**src/rtl/mult_seq_ctrl_if.sv**
```systemverilog
// Request/result bundle between a requester and the sequential multiplier.
// Latency: none, this is wiring only.
// Backpressure: none; the requester must watch busy, starts while busy are dropped.
interface mult_seq_ctrl_if #(
    parameter int WIDTH = 4
);
    logic                 start;
    logic [WIDTH-1:0]     m;
    logic [WIDTH-1:0]     q;
    logic                 busy;
    logic                 done;
    logic [2*WIDTH-1:0]   product;

    // Requester side: issues operands, watches status and result.
    modport master (
        output start,
        output m,
        output q,
        input  busy,
        input  done,
        input  product
    );

    // Multiplier side.
    modport slave (
        input  start,
        input  m,
        input  q,
        output busy,
        output done,
        output product
    );
endinterface

```
**src/rtl/mult_seq_ctrl.sv**
```systemverilog
// Sequential shift-and-add unsigned multiplier: one partial product per clock.
// Latency: start edge + WIDTH iterations, then a one-cycle done pulse (fewer with MULT_EARLY_TERM_EN).
// Backpressure: none; start is sampled only in IDLE, requests while busy are dropped, no queueing.
// Optional macro MULT_EARLY_TERM_EN: stop iterating once no set multiplier bits remain.
module mult_seq_ctrl #(
    parameter int WIDTH = 4,
    parameter int CNT_W = 3
) (
    input  logic              clk,
    input  logic              rst,
    mult_seq_ctrl_if.slave    bus
);

    localparam int              PW       = 2 * WIDTH;
    localparam logic [CNT_W-1:0] LAST_CNT = CNT_W'(WIDTH - 1);

    typedef enum logic [1:0] {
        S_IDLE = 2'd0,
        S_CALC = 2'd1,
        S_DONE = 2'd2
    } state_t;

    state_t             state_q,   state_d;
    logic [PW-1:0]      mcand_q,   mcand_d;
    logic [WIDTH-1:0]   mplier_q,  mplier_d;
    logic [PW-1:0]      acc_q,     acc_d;
    logic [CNT_W-1:0]   cnt_q,     cnt_d;
    logic [PW-1:0]      product_q, product_d;

    logic [PW-1:0]      sum_w;
    logic [WIDTH-1:0]   mplier_shift_w;
    logic               last_iter_w;

    // Datapath for one iteration: conditional add and the exit test.
    always_comb begin
        sum_w          = mplier_q[0] ? (acc_q + mcand_q) : acc_q;
        mplier_shift_w = mplier_q >> 1;
`ifdef MULT_EARLY_TERM_EN
        last_iter_w    = (cnt_q == LAST_CNT) || (mplier_shift_w == '0);
`else
        last_iter_w    = (cnt_q == LAST_CNT);
`endif
    end

    // State and datapath registers; reset discards any operation in flight.
    always_ff @(posedge clk or posedge rst) begin
        if (rst) begin
            state_q   <= S_IDLE;
            mcand_q   <= '0;
            mplier_q  <= '0;
            acc_q     <= '0;
            cnt_q     <= '0;
            product_q <= '0;
        end else begin
            state_q   <= state_d;
            mcand_q   <= mcand_d;
            mplier_q  <= mplier_d;
            acc_q     <= acc_d;
            cnt_q     <= cnt_d;
            product_q <= product_d;
        end
    end

    // Next-state logic: capture in IDLE, iterate in CALC, single-cycle DONE.
    always_comb begin
        state_d   = state_q;
        mcand_d   = mcand_q;
        mplier_d  = mplier_q;
        acc_d     = acc_q;
        cnt_d     = cnt_q;
        product_d = product_q;

        unique case (state_q)
            S_IDLE: begin
                if (bus.start) begin
                    mcand_d  = {{WIDTH{1'b0}}, bus.m};
                    mplier_d = bus.q;
                    acc_d    = '0;
                    cnt_d    = '0;
                    state_d  = S_CALC;
`ifdef MULT_EARLY_TERM_EN
                    // Nothing to accumulate: skip straight to the result.
                    if (bus.q == '0) begin
                        product_d = '0;
                        state_d   = S_DONE;
                    end
`endif
                end
            end
            S_CALC: begin
                acc_d    = sum_w;
                mcand_d  = mcand_q << 1;
                mplier_d = mplier_shift_w;
                cnt_d    = cnt_q + 1'b1;
                if (last_iter_w) begin
                    product_d = sum_w;
                    state_d   = S_DONE;
                end
            end
            S_DONE: begin
                state_d = S_IDLE;
            end
            default: begin
                state_d = S_IDLE;
            end
        endcase
    end

    // Status decoded straight from state so busy/done can never disagree with it.
    assign bus.busy    = (state_q != S_IDLE);
    assign bus.done    = (state_q == S_DONE);
    assign bus.product = product_q;

endmodule

```
**src/flat_wrapper.sv**
```systemverilog
// flat-port wrapper written by rule: the top's interface ports become plain ports
module mult_seq_ctrl_flat 
#(
    parameter int WIDTH = 4,
    parameter int CNT_W = 3
)
  (clk, rst, bus_start, bus_m, bus_q, bus_busy, bus_done, bus_product);
  mult_seq_ctrl_if #(.WIDTH(WIDTH)) bus_i ();
  input  logic clk;
  input  logic rst;
  input wire logic [$bits(bus_i.start)-1:0] bus_start;
  input wire logic [$bits(bus_i.m)-1:0] bus_m;
  input wire logic [$bits(bus_i.q)-1:0] bus_q;
  output wire logic [$bits(bus_i.busy)-1:0] bus_busy;
  output wire logic [$bits(bus_i.done)-1:0] bus_done;
  output wire logic [$bits(bus_i.product)-1:0] bus_product;
  assign bus_i.start = bus_start;
  assign bus_i.m = bus_m;
  assign bus_i.q = bus_q;
  assign bus_busy = bus_i.busy;
  assign bus_done = bus_i.done;
  assign bus_product = bus_i.product;
  mult_seq_ctrl #(.WIDTH(WIDTH), .CNT_W(CNT_W)) u_core (.clk(clk), .rst(rst), .bus(bus_i));
endmodule
```
**config.mk**
```make
export PLATFORM = sky130hd
export DESIGN_NAME = mult_seq_ctrl_flat
export DESIGN_NICKNAME = d
export VERILOG_FILES = /design/src/rtl/mult_seq_ctrl_if.sv /design/src/rtl/mult_seq_ctrl.sv /design/src/flat_wrapper.sv
export SDC_FILE = /design/constraint.sdc
export NUM_CORES = 1
export LEC_CHECK = 0
export ABC_AREA = 1
export BUFFER_PORTS_ARGS = -buffer_cell sky130_fd_sc_hd__buf_2
export CORE_UTILIZATION = 35
export DETAILED_ROUTE_END_ITERATION = 16
export GPL_TIMING_DRIVEN = 0
export PLACE_DENSITY = 0.54
export RECOVER_POWER = 50
export SLEW_MARGIN = 15
export SYNTH_ARGS = -nofsm -noshare
export SYNTH_HDL_FRONTEND = slang
export SYNTH_SLANG_ARGS = --single-unit
```
**constraint.sdc**
```tcl
create_clock -name clk -period 1.9 [get_ports clk]
set_clock_uncertainty 0.05 [all_clocks]
set_input_delay 0.19 -clock clk [delete_from_list [all_inputs] [get_ports clk]]
set_output_delay 0.19 -clock clk [all_outputs]
set_load 0.01 [all_outputs]
```
==> impl_metrics.toml, run 1 <==
[outcome]
outcome = "complete, no violations"

[cells_and_area]
areaGrowthSynthToFinish_pct = 17.7
antenna_cells_inserted = 0
final_cell_area_um2 = 2140
final_cell_count_no_fill = 311
final_net_count = 264
post_route_cells_drive_above_1_share_pct = 23.4
fin_util_pct = 44.1

[job]
drv_cap = 0

[synthesis]
gate_count_post_synth = 214
synthAdderAreaFrac_pct = 7.31
syn-mean-instance-area_um2 = 8.48
synth-compound-area-share_pct = 14.1
share_of_synthesized_flip_flops_with_an_asynchronous_set_or_reset_pct = 100
synth_nets = 235
yosysWarningCount = 0
synth_edf_count = 0
synth.mux.area_fraction_pct = 0
synth_xor_area_share_pct = 0.482
synth-simple-area-share_pct = 22.7
ys_types = 29
synth_top_family_by_area = "simple AND/OR/NAND/NOR gates"
synthFlopType = "dfrtp_1"
synth_seq_cells = 33
mappedNetlistArea_um2 = 1820
sequential_to_total_area_share_from_yosys_stat_pct = 45.5

[clocking]
cts-root-buf = "clkbuf_8"
clkTransAtPathRegs_ns = 0.07
clock_path_buffers = 2
tritoncts_sink_count = 33
tritoncts = "built"
cts-buffers-inserted = 5
number_of_levels_the_h_tree_was_split_into = 2
worst_skew_pair.late_latency_ns = 0.29

[timing]
tns_ns = 0
max_freq_mhz = 577
layout_setup_ws_ns = 0.166
post-route-min-period_ns = 1.73
setup_viol = 0
timing_worst_slew_pin_value_ns = 1.24
drv_slew = 0
final_cycle_utilization_of_the_critical_path_pct = 91.3
worst_slew_margin_rel_pct = 17.4
unrepaired_setup_endpoints_after_global_routing = "no"
hold_ws_ns = 0.0810
report.final.hold_viol_count = 0

[power]
ir_drop_worst_vdd_mv = 0.649
pwr-share-clk_pct = 16.3
seq_power_share_pct = 29.1
switchingPower_mw = 1.86
power_leakage_nw = 1.09
netSwitchingFraction_pct = 43.6
finalPower_mw = 4.25
comb_power_share_pct = 54.6
power.density_nw_per_um2 = 1990
power.internal_mw = 2.40

[detailed_routing]
drt-initial-drc-count = 50
via_per_inst = 4.67
finalWirelength_um = 3800
detail-route-antenna-nets = 0
drcViolationCount = 0
vias = 1451
route.detailed.wl_per_inst_um = 12.2
firstDrtPassIters = 4

[grt]
first_global_vias = 1413
gr-usage-all-layers_pct = 16.5
grt_pass1_wl_um = 6660
antenna_found_initial = 0
globalRouteOverflowTotal = 0
grt_start_max_net_pins = 34

[floorplanning]
io_pins = 21
placeable_core_region_um2 = 4850
rows = 25
start_util_pct = 37.4
die_h_um = 74.0
floorplan.die_area_um2 = 5480
die_width_um = 74.0

[worst_setup_path]
cp_data_arrival_time_ns = 1.86
timing.critical_path.from_type = "flop"
worstSetupEndpointType = "flop"
classification_of_the_worst_setup_path = "flop to flop"
critical_path_required_ns = 2.02
crit_fanout = 2

[place]
count_of_input_and_output_buffers = 20
dp_area_um2 = 2000
preCtsSetupSlack_ns = 0.143
gp_congestion = 0.814
hpwl_um = 2770
placed_cells_incl_taps = 301

[worst_hold_path]
min-delay-path-class = "input port to flop"
-- worst max-delay path, stage by stage, from the launching register on --
cell,delay [ns]
dfrtp_1,0.36
ha_2,0.18
inv_1,0.05
fa_2,0.33
inv_2,0.07
nand2_2,0.05
nand2_2,0.06
and2_4,0.13
or2_0,0.09
nand3_1,0.09
nand3_1,0.11
nand2_1,0.05
-- final cells by class --
type,count,area [um2]
well taps,67,83.8
fillers,492,2710
repair buffers,22,109
inverters,35,131
multi-input cells,140,823
clock inverters,1,30.0
flip-flops and latches,33,826
clock buffers,7,86.3
plain buffers,6,47.5
-- power groups by stage --
stage / clock network, mW / logic [mW] / registers [mW]
detailed placement: 0 / 2.30 / 1.26
floorplan: 0 / 1.76 / 1.24
global placement: 0 / 2.27 / 1.24
finish: 0.692 / 2.32 / 1.24
CTS: 0.708 / 2.32 / 1.24
global route: 0.742 / 2.70 / 1.28
-- cell usage in the layout (no fill, tap or decap), types with 2 or more instances in the layout --
master     n
buf_6      3
o21ai_0   10
buf_4      2
dfrtp_1   33
o22ai_1    4
nand2_2    2
nor2_1     5
a21oi_1    7
ha_1       8
inv_1     30
or2_2      6
o21ai_1   12
a21oi_2    4
o21ai_2    4
nand3b_1   2
nand2_1   43
nand3_1   21
inv_2      5
buf_2     17
clkbuf_1   7
clkbuf_8   6
-- path summary, 6_finish.rpt --
check                      slack (ns)                    end  cells past startpoint                   from
max in group asynchronous        0.88        u_core.acc_q[2]                      2                    rst
max reg2reg                      0.17        u_core.acc_q[4]                     11      u_core.mcand_q[0]
max                              0.17        u_core.acc_q[4]                     11      u_core.mcand_q[0]
min in group asynchronous        0.18     u_core.mplier_q[1]                      2                    rst
min                              0.08     u_core.mplier_q[2]                      3               bus_q[2]
min reg2reg                      0.42  u_core.bus.product[5]                      2  u_core.bus.product[5]
-- cell usage after synthesis, types with 2 or more instances --
| library cell | instances | area share (%) |
|---|---|---|
| or2_2 | 6 | 2.1 |
| nand3b_1 | 2 | 0.83 |
| o21ai_0 | 10 | 2.8 |
| o21ai_1 | 12 | 3.3 |
| ha_1 | 9 | 6.2 |
| inv_2 | 4 | 0.83 |
| a21oi_1 | 7 | 1.9 |
| a21oi_2 | 4 | 1.9 |
| buf_2 | 2 | 0.55 |
| nand3_1 | 21 | 5.8 |
| nor2_1 | 5 | 1.0 |
| o22ai_1 | 4 | 1.4 |
| dfrtp_1 | 33 | 45 |
| buf_6 | 3 | 1.9 |
| o21ai_2 | 4 | 1.9 |
| inv_1 | 31 | 6.4 |
| nand2_1 | 45 | 9.3 |
-- timing repair --
item / in CTS / in global routing
hold buffers: 0 / 0
setup endpoints to repair: 0 / 2
resized for setup: 0 / 6
setup buffers: 0 / 2
-- registers in the layout, indices dropped and copies added (netlist names) --
register            flops
u_core.mcand_q          8
u_core.cnt_q            3
u_core.mplier_q         4
u_core.acc_q            8
u_core.bus.product      8
u_core.state_q          2
-- cell families after synthesis --
| kind of cell | after synthesis |
|---|---|
| compound gates | 43 |
| xor+xnor | 1 |
| fa+ha+maj | 10 |
| buf+inv | 41 |
| flops | 33 |
| simple gates | 86 |
-- metal layers --
| layer | vias to the layer above | global-route usage [%] | part of all wire (%) |
|---|---|---|---|
| li1 | 752 | - | - |
| met1 | 666 | 23.1 | 51 |
| met2 | 27 | 24.2 | 43 |
| met3 | 6 | 4.34 | 4.5 |
| met4 | 0 | 7.05 | 1.3 |
| met5 | - | 0 | 0 |
(Power assumes the default switching activity.)
==> inputs of run 2 (changes only) <==
--- a/config.mk
+++ b/config.mk
@@ -5,12 +5,11 @@
 export SDC_FILE = /design/constraint.sdc
 export NUM_CORES = 1
 export LEC_CHECK = 0
-export ABC_AREA = 1
 export BUFFER_PORTS_ARGS = -buffer_cell sky130_fd_sc_hd__buf_2
 export CORE_UTILIZATION = 35
 export DETAILED_ROUTE_END_ITERATION = 16
 export GPL_TIMING_DRIVEN = 0
-export PLACE_DENSITY = 0.54
+export PLACE_DENSITY = 0.55
 export RECOVER_POWER = 50
 export SLEW_MARGIN = 15
 export SYNTH_ARGS = -nofsm -noshare
==> run 2 against run 1 <==
Against the previous run: final cell count down 6.8%; register-to-register slack worse by 0.15 ns; core utilization up 2.9 points; wire length up 6.1%; die area down 3.1%; critical path depth down 2; setup slack worse by 0.15 ns; synthesized cell count down 15%; sequential cell count unchanged; non-clock buffer count up 15; count of clock-buffer cells in the layout unchanged; first-iteration DRC count up 46%; largest cell class is now multi-input gates.
==> impl_metrics.toml, run 2 <==
[synthesis]
synth_nets = 202
share_of_synthesized_flip_flops_with_an_asynchronous_set_or_reset_pct = 100
yosysWarningCount = 0
synth_seq_cells = 33
mappedNetlistArea_um2 = 1760
synthDominantAreaCellType = "dfrtp_1"
synth_top_area_share_pct = 47.0
synth_edf_count = 0
gate_count_post_synth = 181
synth_top_cells_by_area = "dfrtp_1, ha_1, o21ai_1"
sequential_to_total_area_share_from_yosys_stat_pct = 47.0
synth.top_cells.by_count = "dfrtp_1, nand2_1, o21ai_1"
synthMostInstantiatedCell = "dfrtp_1"
synthFlopType = "dfrtp_1"
ys_types = 38
syn-mean-instance-area_um2 = 9.71

[worst_hold_path]
hold_path_startpoint = "bus_m[0]"
min-delay-path-class = "input port to flop"
min_path_cells = 3
worstHoldEndpoint = "u_core.mcand_q[0]"

[detailed_routing]
finalWirelength_um = 4040
detail-route-antenna-nets = 0
route.detailed.wl_per_inst_um = 13.9
via_per_inst = 4.97
drcViolationCount = 0
vias = 1440
firstDrtPassIters = 4
drt-initial-drc-count = 73

[worst_setup_path]
cp_data_arrival_time_ns = 2.02
timing.critical_path.from_type = "flop"
worst_reg2reg_path_startpoint = "u_core.mcand_q[0]"
reg2reg_setup_slack_ns = 0.01
worstRegToRegCells = 9
worstSetupEndpointType = "flop"
terminus_of_the_critical_flop_to_flop_path = "u_core.bus.product[6]"
critical_path_required_ns = 2.03
crit_fanout = 2
classification_of_the_worst_setup_path = "flop to flop"

[floorplanning]
placeable_core_region_um2 = 4790
die_h_um = 72.8
start_util_pct = 36.7
die_width_um = 72.8
rows = 25
floorplan.die_area_um2 = 5310
io_pins = 21

[cells_and_area]
multi_input_area_um2 = 957
layout.filler_cells = 473
antenna_cells_inserted = 0
areaGrowthSynthToFinish_pct = 27.9
final_cell_count_no_fill = 290
mostFrequentLayoutCell = "dfrtp_1"
ff_latch_area_um2 = 827
post_route_cells_drive_above_1_share_pct = 26.0
final_net_count = 243
final_cell_area_um2 = 2250
layout_common_cells = "dfrtp_1, nand2_1, o21ai_1"

[place]
count_of_input_and_output_buffers = 20
dp_area_um2 = 1940
gp_congestion = 0.793
placed_cells_incl_taps = 268
hpwl_um = 2600

[clocking]
clock_path_buffers = 2
number_of_levels_the_h_tree_was_split_into = 2
tritoncts_sink_count = 33
cts-buffers-inserted = 5
clkTransAtPathRegs_ns = 0.07
tritoncts = "built"
worst_skew_pair.late_latency_ns = 0.29
cts-root-buf = "clkbuf_8"

[grt]
grt_pass1_wl_um = 6870
gr-usage-all-layers_pct = 17.6
grt_start_max_net_pins = 34
antenna_found_initial = 0
first_global_vias = 1337
globalRouteOverflowTotal = 0

[timing]
worst_slew_margin_rel_pct = 53.4
tns_ns = 0
post-route-min-period_ns = 1.89
report.final.hold_viol_count = 0
final_cycle_utilization_of_the_critical_path_pct = 99.3
drv_slew = 0
setup_viol = 0
timing_worst_slew_pin_value_ns = 0.697
unrepaired_setup_endpoints_after_global_routing = "yes"
max_freq_mhz = 530
hold_ws_ns = 0.113

[power]
power_leakage_nw = 1.04
power.density_nw_per_um2 = 1540
ir_drop_worst_vdd_mv = 0.493
finalPower_mw = 3.45

[outcome]
outcome = "complete, no violations"

[job]
drv_cap = 0
==> run 2: cells by family (layout without fill, tap and decap cells) <==
group / after synthesis / in the layout / share of synthesized area [%]
AOI/OAI and AO/OA: 53 / 53 / 18.1
DFF: 33 / 33 / 47.0
buffers and inverters: 19 / 61 / 4.56
xor gates and xnor gates: 5 / 5 / 2.49
adders and majority gates: 10 / 10 / 7.55
muxes: 7 / 7 / 4.34
and+or+nand+nor: 54 / 54 / 16.0
==> run 2: critical path, stage by stage, from the launching register on <==
cell,delay [ns]
dfrtp_1,0.37
ha_2,0.20
inv_2,0.04
fa_2,0.35
nand2b_4,0.16
a21oi_4,0.14
o21ai_2,0.07
nand2b_1,0.12
mux2i_1,0.20
nand2_1,0.06
==> run 2: worst max path at each step <==
| stage | start | endpoint | slack (ns) | depth (start not counted) |
|---|---|---|---|---|
| detailed placement | u_core.mcand_q[0] | u_core.bus.product[6] | -0.14 | 9 |
| global route | u_core.mcand_q[0] | u_core.bus.product[6] | -0.08 | 9 |
| CTS | u_core.mcand_q[0] | u_core.bus.product[6] | 0.01 | 9 |
| global placement | u_core.mcand_q[0] | u_core.bus.product[6] | -0.14 | 9 |
| finish | u_core.mcand_q[0] | u_core.bus.product[6] | 0.01 | 9 |
| floorplan | u_core.mcand_q[0] | u_core.bus.product[6] | 0.07 | 9 |
==> run 2: area by class of cell <==
cell class | count | area share [%]
clock inverters | 1 | 0.223
plain buffers | 9 | 1.89
repair buffers | 34 | 8.80
clock buffers | 7 | 4.29
inverters | 10 | 1.67
well taps | 67 | 3.73
multi-input cells | 129 | 42.6
flip-flops and latches | 33 | 36.8
==> run 2: layer usage <==
layer	vias up	wire, um	global-route usage, %	share of wire, %
met5	-	0	0	0
met3	5	161	4.70	4.0
li1	718	-	-	-
met4	0	58	6.54	1.4
met1	683	2020	24.6	50
met2	34	1800	26.0	45
==> run 2: timing repair <==
item                       CTS  global route
setup buffers                2            11
resized for setup           11             7
hold endpoints to repair    33             0
pin swaps                    0             9
hold buffers                 1             0
setup endpoints to repair    4             4
==> run 2: through the flow <==
stage	setup slack [ns]	utilization (%)
6_report	0.0136	47.0
3_3_place_gp	-0.140	40.5
3_5_place_dp	-0.137	40.5
5_1_grt	-0.0833	47.0
4_1_cts	0.0135	44.7
2_1_floorplan	0.0720	-
==> run 2: power by group <==
| part | internal, mW | switching, mW | leakage [nW] |
|---|---|---|---|
| Sequential | 0.967 | 0.217 | 0.437 |
| Combinational | 0.785 | 0.886 | 0.547 |
| Clock | 0.328 | 0.272 | 0.0542 |
| Total | 2.08 | 1.37 | 1.04 |
==> inputs of run 3 (changes only) <==
--- a/config.mk
+++ b/config.mk
@@ -5,11 +5,11 @@
 export SDC_FILE = /design/constraint.sdc
 export NUM_CORES = 1
 export LEC_CHECK = 0
+export ABC_AREA = 1
 export BUFFER_PORTS_ARGS = -buffer_cell sky130_fd_sc_hd__buf_2
 export CORE_UTILIZATION = 35
 export DETAILED_ROUTE_END_ITERATION = 16
 export GPL_TIMING_DRIVEN = 0
-export PLACE_DENSITY = 0.55
 export RECOVER_POWER = 50
 export SLEW_MARGIN = 15
 export SYNTH_ARGS = -nofsm -noshare
==> run 3 against run 2 <==
Against the previous run: register-to-register slack gained 0.13 ns; first-iteration DRC count shrank 40%; design area shrank 5.5%; largest cell class is now sequential cells; sequential share of layout area grew 2.1 points; maximum frequency grew 7.2%; worst hold slack lost 0.034 ns; die area grew 3.3%; clock power shrank 0.7%; critical endpoint is now u_core.acc_q[4]; wire length shrank 6.8%.
==> impl_metrics.toml, run 3 (same netlist as run 1, synthesis figures left out) <==
[worst_setup_path]
timing.critical_path.slowest_stage_cell = "dfrtp_1"
classification_of_the_worst_setup_path = "flop to flop"
crit_path_frequent_cell = "nand2_1"
cp_data_arrival_time_ns = 1.88
worst_reg2reg_path_startpoint = "u_core.mcand_q[0]"
top_family_by_delay_on_critical_path = "simple AND/OR/NAND/NOR gates"
critical_path_required_ns = 2.02
slowest_delay_ns = 0.36
cell_depth_of_the_worst_setup_path = 11
terminus_of_the_critical_flop_to_flop_path = "u_core.acc_q[4]"
path_buf_inv = 2
crit_fanout = 2
crit_chain = "ha_2 -> inv_1 -> fa_2 -> inv_1 -> nand2_1 -> nand2_1 -> and2_4 -> or2_0 -> nand3_1 -> nand3_1 -> nand2_1"
timing.critical_path.from_type = "flop"
reg2reg_setup_slack_ns = 0.14
worstRegToRegCells = 11
worstSetupEndpointType = "flop"

[worst_hold_path]
min_path_cells = 3
worstHoldEndpoint = "u_core.mplier_q[1]"
hold_path_startpoint = "bus_q[1]"
min-delay-path-class = "input port to flop"

[timing]
timing_worst_slew_pin_value_ns = 0.706
hold_ws_ns = 0.0791
setup_viol = 0
report.final.hold_viol_count = 0
final_cycle_utilization_of_the_critical_path_pct = 92.6
drv_slew = 0
unrepaired_setup_endpoints_after_global_routing = "no"
max_freq_mhz = 568
layout_setup_ws_ns = 0.140
worst_slew_margin_rel_pct = 52.9
post-route-min-period_ns = 1.76
tns_ns = 0

[clocking]
worst_skew_pair.late_latency_ns = 0.28
clock_path_buffers = 2
clkTransAtPathRegs_ns = 0.07
tritoncts_sink_count = 33
cts-root-buf = "clkbuf_8"
number_of_levels_the_h_tree_was_split_into = 2
tritoncts = "built"
cts-buffers-inserted = 5

[floorplanning]
io_pins = 21
rows = 25
die_width_um = 74.0
placeable_core_region_um2 = 4850
start_util_pct = 37.4
floorplan.die_area_um2 = 5480
die_h_um = 74.0

[cells_and_area]
antenna_cells_inserted = 0
final_net_count = 265
fin_util_pct = 43.8
mostFrequentLayoutCell = "nand2_1"
final_cell_area_um2 = 2120
post_route_cells_drive_above_1_share_pct = 21.6
layout_common_cells = "nand2_1, dfrtp_1, inv_1"
areaGrowthSynthToFinish_pct = 17.0

[place]
gp_congestion = 0.816
preCtsSetupSlack_ns = 0.149
hpwl_um = 2760
count_of_input_and_output_buffers = 20
dp_area_um2 = 2000

[grt]
grt_start_max_net_pins = 34
antenna_found_initial = 0
globalRouteOverflowTotal = 0
gr-usage-all-layers_pct = 16.1
first_global_vias = 1371
grt_pass1_wl_um = 6470

[detailed_routing]
via_per_inst = 4.60
route.detailed.wl_per_inst_um = 12.1
vias = 1434
firstDrtPassIters = 4
detail-route-antenna-nets = 0
drcViolationCount = 0
finalWirelength_um = 3760
drt-initial-drc-count = 44

[power]
power.density_nw_per_um2 = 1930
ir_drop_worst_vdd_mv = 0.840
power_leakage_nw = 1.08

[job]
drv_cap = 0

[outcome]
outcome = "complete, no violations"
-- run 3: cell count changes in the layout (fill, tap and decap cells not counted), sizes merged, moves of 6 or more --
cell,previous run,this run
or2,1,8
nor2b,6,0
nand2,26,46
and3b,6,0
buf,31,19
inv,10,35
nand3,1,21
-- run 3: timing repair --
item / 4_1_cts / 5_1_grt
hold endpoints to repair: 26 / 0
setup buffers: 0 / 2
endpoints found under the setup margin: 0 / 3
hold buffers: 1 / 0
gates resized for setup: 0 / 3
-- run 3: stage by stage --
step                total power, mW  std cells
floorplan                      3.00        214
global placement               3.49        301
detailed placement             3.54        301
CTS                            4.14        310
global route                   4.53        312
finish                         4.10        312
-- run 3: worst max-delay path by stage --
stage,from,endpoint,slack [ns]
CTS,u_core.acc_q[0],u_core.bus.product[4],0.13
finish,u_core.mcand_q[0],u_core.acc_q[4],0.14
floorplan,u_core.acc_q[0],u_core.acc_q[4],0.28
global route,u_core.mcand_q[0],u_core.acc_q[4],0.02
detailed placement,u_core.acc_q[0],u_core.bus.product[4],0.15
global placement,u_core.mcand_q[0],u_core.bus.product[4],0.17
-- run 3: power breakdown --
group	internal, mW	switching (mW)	total [mW]
combinational	0.909	1.36	2.27
sequential	1.04	0.198	1.24
clock	0.328	0.267	0.595
total	2.28	1.82	4.10
-- run 3: worst register-to-register path: stages (launching register included) --
cell     delay, ns
dfrtp_1       0.36
ha_2          0.19
inv_1         0.05
fa_2          0.31
inv_1         0.07
nand2_1       0.06
nand2_1       0.08
and2_4        0.14
or2_0         0.10
nand3_1       0.08
nand3_1       0.11
nand2_1       0.05
-- run 3: cell type report --
cell class / count / area, um2
plain buffers: 6 / 47.5
fillers: 509 / 2730
clock inverters: 1 / 5.00
inverters: 35 / 131
multi-input cells: 140 / 818
well taps: 67 / 83.8
repair buffers: 23 / 115
flip-flops and latches: 33 / 826
clock buffers: 7 / 96.3
-- run 3: metal layers --
metal | wire length [um] | vias up | GRT usage, %
li1 | - | 752 | -
met1 | 1940 | 653 | 22.2
met2 | 1660 | 22 | 24.6
met3 | 118 | 7 | 3.66
met4 | 49 | 0 | 5.77
met5 | 0 | - | 0
